### src/rtl/cla32.sv
// 32-bit two-level carry-lookahead adder with registered sum and carry-out.
// Eight 4-bit CLA groups feed a second-level lookahead unit that forms every
// group carry-in directly from group generate/propagate and ci.
module cla32 (
    input  logic        clk,
    input  logic        rst_n,
    input  logic [31:0] a,
    input  logic [31:0] b,
    input  logic        ci,
    output logic [31:0] s,
    output logic        co
);

    logic [31:0] g;
    logic [31:0] p;
    logic [31:0] c;
    logic [7:0]  grp_g;
    logic [7:0]  grp_p;
    logic [8:0]  grp_c;
    logic [31:0] sum;
    logic        cout;

    // Per-bit generate and propagate.
    always_comb begin
        g = a & b;
        p = a ^ b;
    end

    // Group generate/propagate for each 4-bit slice.
    always_comb begin
        grp_g = '0;
        grp_p = '0;
        for (int k = 0; k < 8; k++) begin
            grp_p[k] = p[4*k+3] & p[4*k+2] & p[4*k+1] & p[4*k];
            grp_g[k] = g[4*k+3]
                     | (p[4*k+3] & g[4*k+2])
                     | (p[4*k+3] & p[4*k+2] & g[4*k+1])
                     | (p[4*k+3] & p[4*k+2] & p[4*k+1] & g[4*k]);
        end
    end

    // Second-level lookahead: each group carry-in is a flat sum of products
    // over lower group G/P and ci, so nothing ripples between groups.
    always_comb begin
        logic term;
        logic acc;
        term = 1'b0;
        acc  = 1'b0;
        grp_c    = '0;
        grp_c[0] = ci;
        for (int k = 1; k <= 8; k++) begin
            acc = 1'b0;
            for (int j = 0; j <= k; j++) begin
                term = (j == 0) ? ci : grp_g[j-1];
                for (int m = j; m < k; m++) begin
                    term = term & grp_p[m];
                end
                acc = acc | term;
            end
            grp_c[k] = acc;
        end
    end

    // Internal carries within each group, seeded only by that group's carry-in.
    always_comb begin
        c = '0;
        for (int k = 0; k < 8; k++) begin
            c[4*k]   = grp_c[k];
            c[4*k+1] = g[4*k] | (p[4*k] & grp_c[k]);
            c[4*k+2] = g[4*k+1]
                     | (p[4*k+1] & g[4*k])
                     | (p[4*k+1] & p[4*k] & grp_c[k]);
            c[4*k+3] = g[4*k+2]
                     | (p[4*k+2] & g[4*k+1])
                     | (p[4*k+2] & p[4*k+1] & g[4*k])
                     | (p[4*k+2] & p[4*k+1] & p[4*k] & grp_c[k]);
        end
    end

    // Sum bits and final carry (G_all | P_all & ci from the second level).
    always_comb begin
        sum  = p ^ c;
        cout = grp_c[8];
    end

    // Output registers; asynchronous clear drops any pending result.
    always_ff @(posedge clk or negedge rst_n) begin
        if (!rst_n) begin
            s  <= 32'h0000_0000;
            co <= 1'b0;
        end else begin
            s  <= sum;
            co <= cout;
        end
    end

endmodule

### config.mk
export PLATFORM = sky130hd
export DESIGN_NAME = cla32
export DESIGN_NICKNAME = d
export VERILOG_FILES = /design/src/rtl/cla32.sv
export SDC_FILE = /design/constraint.sdc
export NUM_CORES = 1
export LEC_CHECK = 0
export ABC_AREA = 0
export BUFFER_PORTS_ARGS = -buffer_cell sky130_fd_sc_hd__buf_4
export CORE_UTILIZATION = 48
export CTS_CLUSTER_DIAMETER = 80
export CTS_CLUSTER_SIZE = 40
export DETAILED_ROUTE_END_ITERATION = 8
export PLACE_DENSITY = 0.81
export SYNTH_ARGS = -nofsm -noshare
export SYNTH_HDL_FRONTEND = slang
export SYNTH_SLANG_ARGS = --single-unit
### constraint.sdc
create_clock -name clk -period 0.8 [get_ports clk]
set_clock_uncertainty 0.05 [all_clocks]
set_input_delay 0.24 -clock clk [delete_from_list [all_inputs] [get_ports clk]]
set_output_delay 0.24 -clock clk [all_outputs]
set_load 0.01 [all_outputs]
==> flow_metrics.tcl, run 1 <==
set metrics [dict create \
    status "aborted with a tool error" \
    stop_stage "clock tree synthesis (4_1_cts)" \
    error "[ERROR DPL-0033] detailed placement checks failed during check placement." \
    synth.area.top_cells "dfrtp_1 37%, ha_1 18%, fa_1 7.1%, a21oi_1 4.5%, xnor2_1 4.3%" \
    yosysSeqAreaShare_pct 36.8 \
    die_x_um 70.4 \
    synth_edf_count 0 \
    ys_types 38 \
    num_rows 24 \
    place_congestion 0.791 \
    io_buffers 99 \
    yosys.area.top_type "dfrtp_1" \
    dieHeight_um 70.4 \
    htree_num_levels 2 \
    synth_area_um2 2240 \
    dp_cells 425 \
    root_buffer "clkbuf_8" \
    cts_resized 83 \
    initial_core_util_pct 50.9 \
    yosys_warnings 0 \
    syn_nets 313 \
    dp_hpwl_mm 5.23 \
    cts_sinks 33 \
    async_flop_share_pct 100 \
    io_pins 100 \
    clock_path_buffers 2 \
    postCtsSetupBuffers 25 \
    syn_inst 206 \
    ys_ff_latch 33 \
    synthFlopType "dfrtp_1" \
    synth_top_area_share_pct 36.8 \
    numCtsBuffers 5 \
    avgSynthCellArea_um2 10.9 \
]
-- per-stage QoR --
stage / setup TNS, ns / hold WS [ns] / setup WS, ns / utilization, % / area [µm²]
2_1_floorplan: -30.73 / -0.106 / -1.47 / - / 2510
3_3_place_gp: -40.07 / 0.159 / -1.55 / 86.7 / 3830
3_5_place_dp: -41.55 / 0.162 / -1.64 / 86.7 / 3830
-- cell usage after synthesis, types with 2 or more instances --
| master | n |
|---|---|
| a211o_2 | 4 |
| a21o_1 | 10 |
| a21oi_1 | 20 |
| a21oi_2 | 2 |
| a31oi_1 | 2 |
| and3_1 | 4 |
| dfrtp_1 | 33 |
| fa_1 | 8 |
| ha_1 | 32 |
| inv_1 | 8 |
| nand2_1 | 10 |
| nand3_1 | 5 |
| nand4_1 | 4 |
| nor2_1 | 8 |
| nor2b_1 | 2 |
| nor3_1 | 3 |
| o21a_1 | 3 |
| o21ai_0 | 8 |
| xnor2_1 | 11 |
| xor2_1 | 11 |
-- kinds of logic after synthesis --
logic type	Yosys count	share of synthesized area (%)
compound gates	60	18.7
xor+xnor	22	8.58
fa+ha+maj	40	25.0
buf+inv	9	1.50
flops	33	36.8
simple gates	42	9.48
==> inputs of run 2 (changes only) <==
Settings changed: CORE_UTILIZATION 48 to 40, CTS_CLUSTER_DIAMETER 80 to not set, CTS_CLUSTER_SIZE 40 to not set, PLACE_DENSITY 0.81 to not set, PLACE_DENSITY_LB_ADDON set to 0.15.
==> flow_metrics.tcl, run 2 <==
set metrics [dict create \
    grt_max_degree 34 \
    fmax_ghz 0.479 \
    syn_inst 206 \
    yosys.area.top_type "dfrtp_1" \
    violations "hold timing, setup timing" \
    drive_above_1_share_pct 63.1 \
    avgSynthCellArea_um2 10.9 \
    num-nets-final 494 \
    synth_area_um2 2240 \
    cts_sinks 33 \
    io_buffers 99 \
    cap_violations 0 \
    cpPeakStageDelay_ns 0.34 \
    synth_commonest_cells "33 x dfrtp_1, 32 x ha_1, 20 x a21oi_1" \
    grt_pass1_vias 2410 \
    relSlewSlack_pct 70.6 \
    synthMostInstantiatedCell "dfrtp_1" \
    critPathTopFamily "compound AO/OA/AOI/OAI gates" \
    root_buffer "clkbuf_8" \
    rsz0062_at_grt "yes" \
    drc 0 \
    dp_hpwl_mm 4.86 \
    dieHeight_um 76.9 \
    wl_met1_mm 2.37 \
    highest_layer "met4" \
    synth_top_area_share_pct 36.8 \
    n_fill_cell 320 \
    wl_met3_um 347 \
    cp.buffers_inverters 2 \
    clkTransAtPathRegs_ns 0.07 \
    clock_path_buffers 2 \
    postLayoutCoreUtil_pct 81.7 \
    gr-total-overflow 0 \
    crit_slowest_cell "fa_2" \
    synth_edf_count 0 \
    place_congestion 0.812 \
    antenna_left 0 \
    vdd_ir_drop_max_mv 1.01 \
    setup_violations 66 \
    worstMarginPinSlew_ns 0.442 \
    leakage_nw 2.08 \
    num_rows 26 \
    worstSetupEndpointType "flop" \
    area_growth_pct 91.9 \
    track_usage_pct 22.5 \
    wl_per_cell_um 13.6 \
    yosys_warnings 0 \
    yosysSeqAreaShare_pct 36.8 \
    start_kind "primary input" \
    critPathMaxFanout 2 \
    num_antenna_cells 0 \
    core-area_um2 5270 \
    hold_violations 33 \
    finalWorstSetupSlack_ns -1.29 \
    path_cells "buf_8 -> ha_4 -> a21o_1 -> nand4_1 -> a31oi_1 -> nor2_2 -> a21oi_2 -> buf_4 -> a211o_4 -> fa_2 -> xor2_1" \
    first_pass_iters 4 \
    synth.area.top_cells "dfrtp_1 37%, ha_1 18%, fa_1 7.1%, a21oi_1 4.5%, xnor2_1 4.3%" \
    hold_path_class "in -> async" \
    regArea_um2 826 \
    async_flop_share_pct 100 \
    largest_reg_flops 32 \
    synthFlopType "dfrtp_1" \
    slew_viol_final 0 \
    ys_ff_latch 33 \
    viasPerCell 4.89 \
    arrival_ns 2.21 \
    ys_types 38 \
    path_class "in -> reg" \
    regMostFlops "s" \
    reg_top3 "s (32), co (1)" \
    status "finished with violations" \
    hold_ws_ns -0.159 \
    numCtsBuffers 5 \
    wl_met2_mm 3.36 \
    multiInputGateArea_um2 1730 \
    layout_commonest_cell "buf_4" \
    setup-tns-final_ns -40.23 \
    finalCritPeriodShare_pct 261 \
    grt_pass1_wl_mm 10.5 \
    syn_nets 313 \
    io_pins 100 \
    vias 2241 \
    drt-total-wl_mm 6.23 \
    initial_core_util_pct 42.6 \
    fin_crit_ns 2.09 \
    tritoncts "done" \
    drtIter0Drc 83 \
    layout_common_cells "118 x buf_4, 54 x buf_6, 33 x dfrtp_1" \
    p_total_mw 6.80 \
    die_area_um2 5920 \
    antenna_found_initial 0 \
    htree_num_levels 2 \
    die_x_um 76.9 \
    required_ns 0.92 \
    power_density_nw_per_um2 1580 \
]
## run 2: worst max path at each step
stage,start,end,slack (ns),cells past startpoint
6_report,a[0],s[25],-1.29,11
5_1_grt,a[13],s[25],-1.38,11
3_5_place_dp,a[15],s[25],-1.61,11
3_3_place_gp,a[15],s[29],-1.57,11
2_1_floorplan,b[13],s[29],-1.47,10
4_1_cts,a[13],s[25],-1.28,11
## run 2: layout make-up
cell class | count | share of cell area, %
multi-input cells | 164 | 40.1
flip-flops and latches | 33 | 19.2
clock inverters | 1 | 0.116
clock buffers | 7 | 2.24
well taps | 70 | 2.03
inverters | 9 | 0.958
repair buffers | 174 | 35.4
## run 2: cells by family after synthesis
family	share of synthesized area, %
AOI/OAI and AO/OA	18.7
and+or+nand+nor	9.48
adders and majority gates	25.0
DFF	36.8
xor gates and xnor gates	8.58
buffers and inverters	1.50
## run 2: routing by layer
layer  vias up  global-route usage, %
met4         0                   9.23
met3        16                   5.60
met2        80                   40.9
met5         -                      0
li1       1108                      -
met1      1037                   24.9
## run 2: repair_timing
| item | CTS | global route |
|---|---|---|
| endpoints found under the hold margin | 33 | 33 |
| buffers inserted | 10 | 3 |
| endpoints found under the setup margin | 66 | 66 |
| gates resized for setup | 70 | 4 |
| pin swaps | 26 | 19 |
## run 2: through the flow
step,setup slack (ns),instance area [µm²],hold WS [ns],cells
final,-1.29,4310,-0.159,458
after global routing,-1.38,4310,-0.134,458
after CTS,-1.28,4290,-0.144,457
after detailed placement,-1.61,3870,0.171,445
after global placement,-1.57,3870,0.163,445
after floorplan,-1.47,2510,-0.106,206
## run 2: power breakdown
group / switching (mW) / leakage [nW] / internal (mW) / total [mW]
registers: 0.175 / 0.386 / 2.02 / 2.20
clock network: 0.628 / 0.0542 / 0.778 / 1.41
logic: 1.25 / 1.64 / 1.94 / 3.19
Power figures use the tool's default switching activity.
